### src/rtl/if_fetch_stage.sv
// rtl/if_fetch_stage.sv - instruction-fetch stage feeding the IF/ID pipeline register
//
// Owns the PC and keeps at most one instruction-memory request outstanding.
// Presents instruction, PC and PC+4 to IF/ID. The outputs are held while the
// hazard unit stalls, and a NOP bubble is driven when no live instruction is
// available. Redirects from EX take priority over everything, and any stale
// in-flight response is dropped.
//
// Ports:
//   clk, reset          clock; asynchronous active-high reset
//   i_stall             hold current outputs, do not consume
//   i_redirect(_pc)     taken branch/jump and its target
//   o_imem_req/addr     fetch request and address (address = pc)
//   i_imem_ready        memory accepts the request this cycle
//   i_imem_rvalid/rdata response valid and instruction word
//   o_inst/o_PC/o_PC_plus_4/o_valid   IF/ID payload
//
// Optional feature macro IF_MISALIGN_CHECK_EN:
//   adds o_fetch_misalign. A misaligned redirect target raises it and blocks
//   fetching until the next aligned redirect. Without the macro, the low two
//   target bits are forced to zero.

module if_fetch_stage #(
  parameter logic [31:0] RESET_PC = 32'h0000_0000,
  parameter logic [31:0] NOP_INST = 32'h0000_0013
) (
  input  logic        clk,
  input  logic        reset,
  input  logic        i_stall,
  input  logic        i_redirect,
  input  logic [31:0] i_redirect_pc,
  output logic        o_imem_req,
  output logic [31:0] o_imem_addr,
  input  logic        i_imem_ready,
  input  logic        i_imem_rvalid,
  input  logic [31:0] i_imem_rdata,
  output logic [31:0] o_inst,
  output logic [31:0] o_PC,
  output logic [31:0] o_PC_plus_4,
  output logic        o_valid
`ifdef IF_MISALIGN_CHECK_EN
  ,output logic       o_fetch_misalign
`endif
);

  typedef enum logic [1:0] {S_IDLE, S_REQ, S_WAIT, S_DRAIN} state_t;

  state_t      state_q;
  logic [31:0] pc_q;
  logic [31:0] pc_inflight_q;
  logic [31:0] inst_q;
  logic [31:0] pc_out_q;
  logic [31:0] pc_p4_q;
  logic        valid_q;

  logic        consume;
  logic        fetch_block;
  logic        accept;
  logic        redirect;
  logic [31:0] redirect_pc_d;

`ifdef IF_MISALIGN_CHECK_EN
  logic misalign_q;
  assign fetch_block      = misalign_q;
  assign redirect_pc_d    = i_redirect_pc;
  assign o_fetch_misalign = misalign_q;
`else
  assign fetch_block   = 1'b0;
  assign redirect_pc_d = i_redirect_pc & ~32'h0000_0003;
`endif

  // The slot is free when it is empty or is being consumed this very cycle.
  // This guarantees that a response never lands on an unconsumed instruction.
  assign consume     = valid_q && !i_stall;
  assign o_imem_req  = (state_q == S_REQ) && (!valid_q || !i_stall) && !fetch_block;
  assign accept      = o_imem_req && i_imem_ready;
  assign redirect    = i_redirect && (state_q != S_IDLE);
  assign o_imem_addr = pc_q;

  assign o_inst      = inst_q;
  assign o_PC        = pc_out_q;
  assign o_PC_plus_4 = pc_p4_q;
  assign o_valid     = valid_q;

  always_ff @(posedge clk or posedge reset) begin
    if (reset) begin
      state_q       <= S_IDLE;
      pc_q          <= RESET_PC;
      pc_inflight_q <= RESET_PC;
      inst_q        <= NOP_INST;
      pc_out_q      <= RESET_PC;
      pc_p4_q       <= RESET_PC + 32'd4;
      valid_q       <= 1'b0;
`ifdef IF_MISALIGN_CHECK_EN
      misalign_q    <= 1'b0;
`endif
    end else begin
      // Consumption empties the slot. A response landing on the same edge
      // overrides this below.
      if (consume) begin
        valid_q <= 1'b0;
        inst_q  <= NOP_INST;
      end

      if (redirect) begin
        pc_q    <= redirect_pc_d;
        valid_q <= 1'b0;
        inst_q  <= NOP_INST;
`ifdef IF_MISALIGN_CHECK_EN
        misalign_q <= (i_redirect_pc[1:0] != 2'b00);
`endif
      end

      case (state_q)
        S_IDLE: state_q <= S_REQ;

        S_REQ: begin
          if (redirect) begin
            // A request accepted on the redirect edge is for the old path.
            state_q <= accept ? S_DRAIN : S_REQ;
          end else if (accept) begin
            pc_inflight_q <= pc_q;
            pc_q          <= pc_q + 32'd4;
            state_q       <= S_WAIT;
          end
        end

        S_WAIT: begin
          if (redirect) begin
            state_q <= i_imem_rvalid ? S_REQ : S_DRAIN;
          end else if (i_imem_rvalid) begin
            inst_q   <= i_imem_rdata;
            pc_out_q <= pc_inflight_q;
            pc_p4_q  <= pc_inflight_q + 32'd4;
            valid_q  <= 1'b1;
            state_q  <= S_REQ;
          end
        end

        S_DRAIN: begin
          if (i_imem_rvalid) state_q <= S_REQ;
        end

        default: state_q <= S_IDLE;
      endcase
    end
  end

endmodule
### config.mk
export PLATFORM = sky130hd
export DESIGN_NAME = if_fetch_stage
export DESIGN_NICKNAME = d
export VERILOG_FILES = /design/src/rtl/if_fetch_stage.sv
export SDC_FILE = /design/constraint.sdc
export NUM_CORES = 1
export LEC_CHECK = 0
export CAP_MARGIN = 40
export CORE_MARGIN = 2
export CORE_UTILIZATION = 44
export DETAILED_ROUTE_END_ITERATION = 16
export GPL_ROUTABILITY_DRIVEN = 0
export PLACE_DENSITY_LB_ADDON = 0.15
export SETUP_SLACK_MARGIN = 0.05
export SYNTH_ARGS = -nofsm -noshare
export SYNTH_HDL_FRONTEND = slang
export SYNTH_SLANG_ARGS = --single-unit
### constraint.sdc
create_clock -name clk -period 5 [get_ports clk]
set_clock_uncertainty 0.15 [all_clocks]
set_input_delay 0.5 -clock clk [delete_from_list [all_inputs] [get_ports clk]]
set_output_delay 0.5 -clock clk [all_outputs]
set_load 0.05 [all_outputs]
==> summary.md, run 1 <==
| Metric | Value |
|---|---|
| Placed insts | 1186 |
| Post-Syn Area | 7270 µm² |
| Nets | 1057 |
| CP Data Arrival Time | 2.07 ns |
| Row count | 47 |
| Setup Viol. Count Final | 0 |
| Number of failing hold endpoints at the final stage | 0 |
| Min-delay src | pc_inflight_q[0] |
| Iteration count of the initial detailed-routing pass | 5 |
| Synth top area share | 54.0% |
| HP Class | reg -> reg |
| Hold_buf cts | 0 |
| First-pass GRT wire length | 32100 µm |
| Root Buffer | clkbuf_16 |
| CTS-repair resized insts | 0 |
| Setup Buffers After CTS | 0 |
| Syn nets | 881 |
| Critical R2R Launch | state_q[0] |
| Worst setup EP type | primary output |
| Initial detailed-routing violation count | 351 |
| Area Growth Syn to Fin | 37.8% |
| Post-DP Area | 9430 µm² |
| Slew margin rel. | 42.9% |
| Clock Latency Late Sink | 0.42 ns |
| Met1 wire length | 8880 µm |
| Peak Freq | 367 MHz |
| Worst setup path class | reg -> out |
| ANT nets after route | 0 |
| Max Fanout on Critical Path | 6 |
| Num CTS Buffers | 17 |
| Total track usage | 23.1% |
| RSZ-0062 raised after global routing | no |
| Die ar. | 17600 µm² |
| Finished layout cell area | 10000 µm² |
| Post-synthesis sequential area ratio | 55.5% |
| Synth area leaders | dfrtp_1 (54%), nand2_1 (15%), o21ai_0 (3.9%) |
| Top Metal Used | met4 |
| Routed WL per cell | 16.3 µm |
| Wire length on met2 | 9280 µm |
| Yosys warns | 0 |
| Core box area | 16300 µm² |
| # clock sinks | 161 |
| Worst Path Required | 4.35 ns |
| Initial Util | 44.5% |
| Setup crit start kind | register |
| Netlist cell types | 43 |
| Largest net degree at the start of global routing | 162 |
| Top cells by instance count after synthesis | nand2_1 (283), dfrtp_1 (157), o21ai_0 (57) |
| Layout cells sized above 1 | 6.51% |
| Drc violations | 0 |
| Total number of vias | 6191 |
| Async set or reset register ratio after synthesis | 100% |
| Area leader, netlist | dfrtp_1 |
| # port buffers | 197 |
| Post-layout util | 61.3% |
| Final non-filler cell total | 1218 |
| Hold Slack | 0.315 ns |
| Diodes inserted | 0 |
| Crit path from | state_q[1] |
| Initial antenna violation count | 0 |
| Ys flop type | dfrtp_1 |
| Max Slew Vio Count | 0 |
| Peak supply drop | 0.232 mV |
| CTS Buffer Depth | 2 |
| Gr ovfl total | 0 |
| Status | finished, final reports clean |
| Most common cell in the netlist | nand2_1 |
| Pwr dens | 493 nW/µm² |
| TritonCTS clock tree | done |
| Die width | 133 µm |
| Post-synth EDFFs | 0 |
| Mapped Cells | 809 |
| Register bit total from synthesis | 161 |
| FF/Latch Area | 4030 µm² |
| Metal3 WL | 1400 µm |
| Vias in the first global route | 6046 |
| Clk pin slew, worst setup/hold paths | 0.06 ns |
| Filler instances | 1450 |
| Max Cap Viol | 0 |
| Routed WL | 19800 µm |
| Area occupied by multi-input gates | 3020 µm² |
| Detail-routed via count per cell | 5.08 |
| Die Span Y | 133 µm |
| I/O pin total | 200 |
| LEAKAGE | 4.28 nW |
| Period utilization | 54.5% |
| Syn_area_per_cell | 8.99 µm² |
| TNS Setup | 0 ns |
| Slew @ Worst Pin | 0.857 ns |
| Minimum clock period | 2.72 ns |
| # H-tree levels | 4 |
| Post-detail-place hpwl | 13600 µm |
==> sequential cells by signal, summed over array words and instances, names as in the netlist <==
signal,cells
o_inst,32
o_imem_addr,32
pc_inflight_q,32
state_q,2
o_valid,1
o_PC,32
o_PC_plus_4,30
==> path summary, 6_finish.rpt <==
path                                    to  slack [ns]  depth (start not counted)
min in group asynchronous        o_inst[9]        0.54                          3
setup reg to reg           o_imem_addr[31]        2.44                          4
hold / removal                     o_PC[0]        0.32                          2
hold reg to reg                    o_PC[0]        0.32                          2
max in group asynchronous  o_PC_plus_4[21]        3.55                          3
setup / recovery                o_imem_req        2.28                          3
==> critical path: stages, from the launching register on <==
cell	delay (ns)
dfrtp_1	0.44
nand2b_1	0.24
nor2_1	0.14
clkdlybuf4s50_1	0.83
==> layout by cell type (no fill, tap or decap), drive strengths merged, types with 6 or more instances in the layout <==
master           n
dfrtp          157
a21oi           31
inv              6
clkdlybuf4s50  197
and3            10
nand2          283
clkbuf          23
nor2            21
xor2            23
nor3            10
xnor2           32
nor4            11
nand3           48
o21ai           65
clkinv           6
buf              9
nand4           23
==> power breakdown <==
group | switching, mW | internal (mW) | leakage (nW)
Clock | 0.520 | 0.787 | 0.293
Sequential | 0.308 | 1.60 | 2.10
Combinational | 1.13 | 0.590 | 1.89
==> metal layers <==
| layer | vias to the layer above | global-route usage [%] |
|---|---|---|
| met4 | 0 | 7.35 |
| met5 | - | 0 |
| li1 | 3028 | - |
| met2 | 189 | 36.4 |
| met1 | 2953 | 31.0 |
| met3 | 21 | 6.55 |
==> area by class of cell <==
class                      count  share of cell area (%)
clock buffer                  23                    4.87
timing repair buffer         206                    20.6
multi-input combinational    592                    30.2
tap                          220                    2.75
inverter                       7                   0.300
sequential                   161                    40.3
clock inverter                 9                    1.05
==> cell families (layout without fill, tap and decap cells) <==
kind of cell | after synthesis | after routing | share of synthesized area (%)
simple gates | 428 | 428 | 26.4
flops | 161 | 161 | 55.5
compound gates | 104 | 104 | 7.53
buf+inv | 56 | 245 | 3.15
xor+xnor | 55 | 55 | 6.62
mux | 3 | 3 | 0.447
fa+ha+maj | 2 | 2 | 0.344
==> metrics by stage <==
| stage | setup WS (ns) | total power, mW |
|---|---|---|
| floorplan | 2.31 | 2.99 |
| global placement | 2.03 | 3.63 |
| detailed placement | 2.04 | 3.67 |
| CTS | 2.25 | 4.98 |
| global route | 2.17 | 5.16 |
| finish | 2.28 | 4.94 |
Power figures use the tool's default switching activity.
==> run 2: changes to the inputs <==
- clock period: 5 -> 2.4 ns (I/O delays scaled with it)
==> run 2 against run 1 <==
Compared with the run above: sequential power increased by 110%; sequential share of layout area decreased by 1.3 points; sequential cell count unchanged; design area increased by 3.3%; register-to-register slack got worse by 2.3 ns.
==> summary.md, run 2 (synthesis gave the netlist of run 1 again) <==
| Metric | Value |
|---|---|
| Worst setup path class | reg -> reg |
| # port buffers | 197 |
| Hold Slack | 0.156 ns |
| Setup Viol. Count Final | 0 |
| Number of failing hold endpoints at the final stage | 0 |
| Nets | 1089 |
| CTS-repair resized insts | 0 |
| Largest net degree at the start of global routing | 95 |
| Max Fanout on Critical Path | 8 |
| Reg power frac | 37.1% |
| # clock sinks | 161 |
| Peak supply drop | 0.480 mV |
| Minimum clock period | 2.21 ns |
| Reg-to-reg slack, setup | 0.19 ns |
| Gr ovfl total | 0 |
| Finished layout cell area | 10400 µm² |
| Internal | 6.50 mW |
| Diodes inserted | 0 |
| Routed WL per cell | 16.1 µm |
| Setup Buffers After CTS | 0 |
| Row count | 47 |
| HP Class | in -> async |
| Post-layout util | 63.3% |
| Area Growth Syn to Fin | 42.4% |
| Detail-routed via count per cell | 5.09 |
| Hold_buf cts | 0 |
| Total number of vias | 6365 |
| Commonest non-fill, non-tap cells in the layout | nand2_1 (283), clkdlybuf4s50_1 (196), dfrtp_1 (157) |
| Filler instances | 1464 |
| TritonCTS clock tree | done |
| Setup crit end | o_imem_addr[31] |
| Layout cells sized above 1 | 9.32% |
| Die width | 133 µm |
| Critical R2R Launch | o_imem_addr[10] |
| RSZ-0062 raised after global routing | no |
| Total track usage | 23.9% |
| CTS Buffer Depth | 2 |
| I/O pin total | 200 |
| Worst setup EP type | register |
| Num CTS Buffers | 17 |
| FF/Latch Area | 4030 µm² |
| Clk pin slew, worst setup/hold paths | 0.06 ns |
| Initial antenna violation count | 1 |
| Vias in the first global route | 6575 |
| Drc violations | 0 |
| Pwr dens | 1020 nW/µm² |
| Switching fraction of total power | 38.7% |
| Setup crit start kind | register |
| Iteration count of the initial detailed-routing pass | 5 |
| P_sw | 4.10 mW |
| Worst Path Required | 2.55 ns |
| Slew margin rel. | 57.2% |
| Period utilization | 92.1% |
| Crit path from | o_imem_addr[10] |
| Die Span Y | 133 µm |
| # H-tree levels | 4 |
| ANT nets after route | 0 |
| Initial detailed-routing violation count | 437 |
| Root Buffer | clkbuf_16 |
| Max Slew Vio Count | 0 |
| R2R depth | 4 |
| Clock Latency Late Sink | 0.41 ns |
| Post-DP Area | 9720 µm² |
| Slew @ Worst Pin | 0.638 ns |
| Status | finished, final reports clean |
| Peak Freq | 452 MHz |
| Die ar. | 17600 µm² |
| Clock power share | 27.6% |
| Worst R2R End | o_imem_addr[31] |
| Post-detail-place hpwl | 14300 µm |
| Area occupied by multi-input gates | 3020 µm² |
| Initial Util | 44.5% |
| Logic pwr share | 35.3% |
| First-pass GRT wire length | 33600 µm |
| Max Cap Viol | 0 |
| LEAKAGE | 4.48 nW |
| Core box area | 16300 µm² |
| Routed WL | 20100 µm |
| Most common cell after layout, fill and taps aside | nand2_1 |
| CP Data Arrival Time | 2.36 ns |
## run 2: metal layers
| metal | wire length [µm] | vias up | global-route usage [%] |
|---|---|---|---|
| met2 | 9690 | 228 | 39.5 |
| met5 | 16 | - | 0 |
| met1 | 8440 | 3011 | 30.4 |
| met4 | 262 | 2 | 6.45 |
| li1 | - | 3100 | - |
| met3 | 1690 | 24 | 7.62 |
## run 2: how the worst min path moves through the flow
stage | from | to | slack [ns] | cells after the start
finish | reset | o_imem_addr[0] | 0.16 | 3
global route | reset | o_imem_addr[0] | 0.21 | 3
CTS | reset | o_inst[9] | 0.16 | 3
detailed placement | o_PC[2] | o_PC[2] | 0.31 | 2
global placement | pc_inflight_q[0] | o_PC[0] | 0.31 | 2
floorplan | i_imem_rdata[0] | o_inst[0] | 0.20 | 2
## run 2: power by group through the flow
stage	registers, mW	clock network, mW	logic (mW)
floorplan	5.39	0	0.846
global placement	3.94	0	3.72
detailed placement	3.97	0	3.77
CTS	3.93	2.98	3.79
global route	4.04	3.08	3.99
finish	3.93	2.92	3.75
## run 2: critical path, cell delays in order, from the launching register on
cell and delay (ns):
dfrtp_1 0.42, nand4_2 0.16, or4_4 0.63, or4_1 0.52
a31o_1 0.22
## run 2: through the flow
stage          worst slack [ns]  setup TNS [ns]  total power [mW]  std cells
3_5_place_dp              0.189               0              7.74       1218
3_3_place_gp              0.240               0              7.67       1218
2_1_floorplan           -0.0387           -4.68              6.24        809
6_report                  0.189               0              10.6       1250
5_1_grt                  0.0743               0              11.1       1250
4_1_cts                   0.181               0              10.7       1250
## run 2: layout make-up
cell class	instances	area share, %
inverters	7	0.290
flip-flops and latches	161	39.0
well taps	220	2.66
repair buffers	238	22.7
clock buffers	25	4.78
multi-input cells	592	29.2
clock inverters	7	1.40
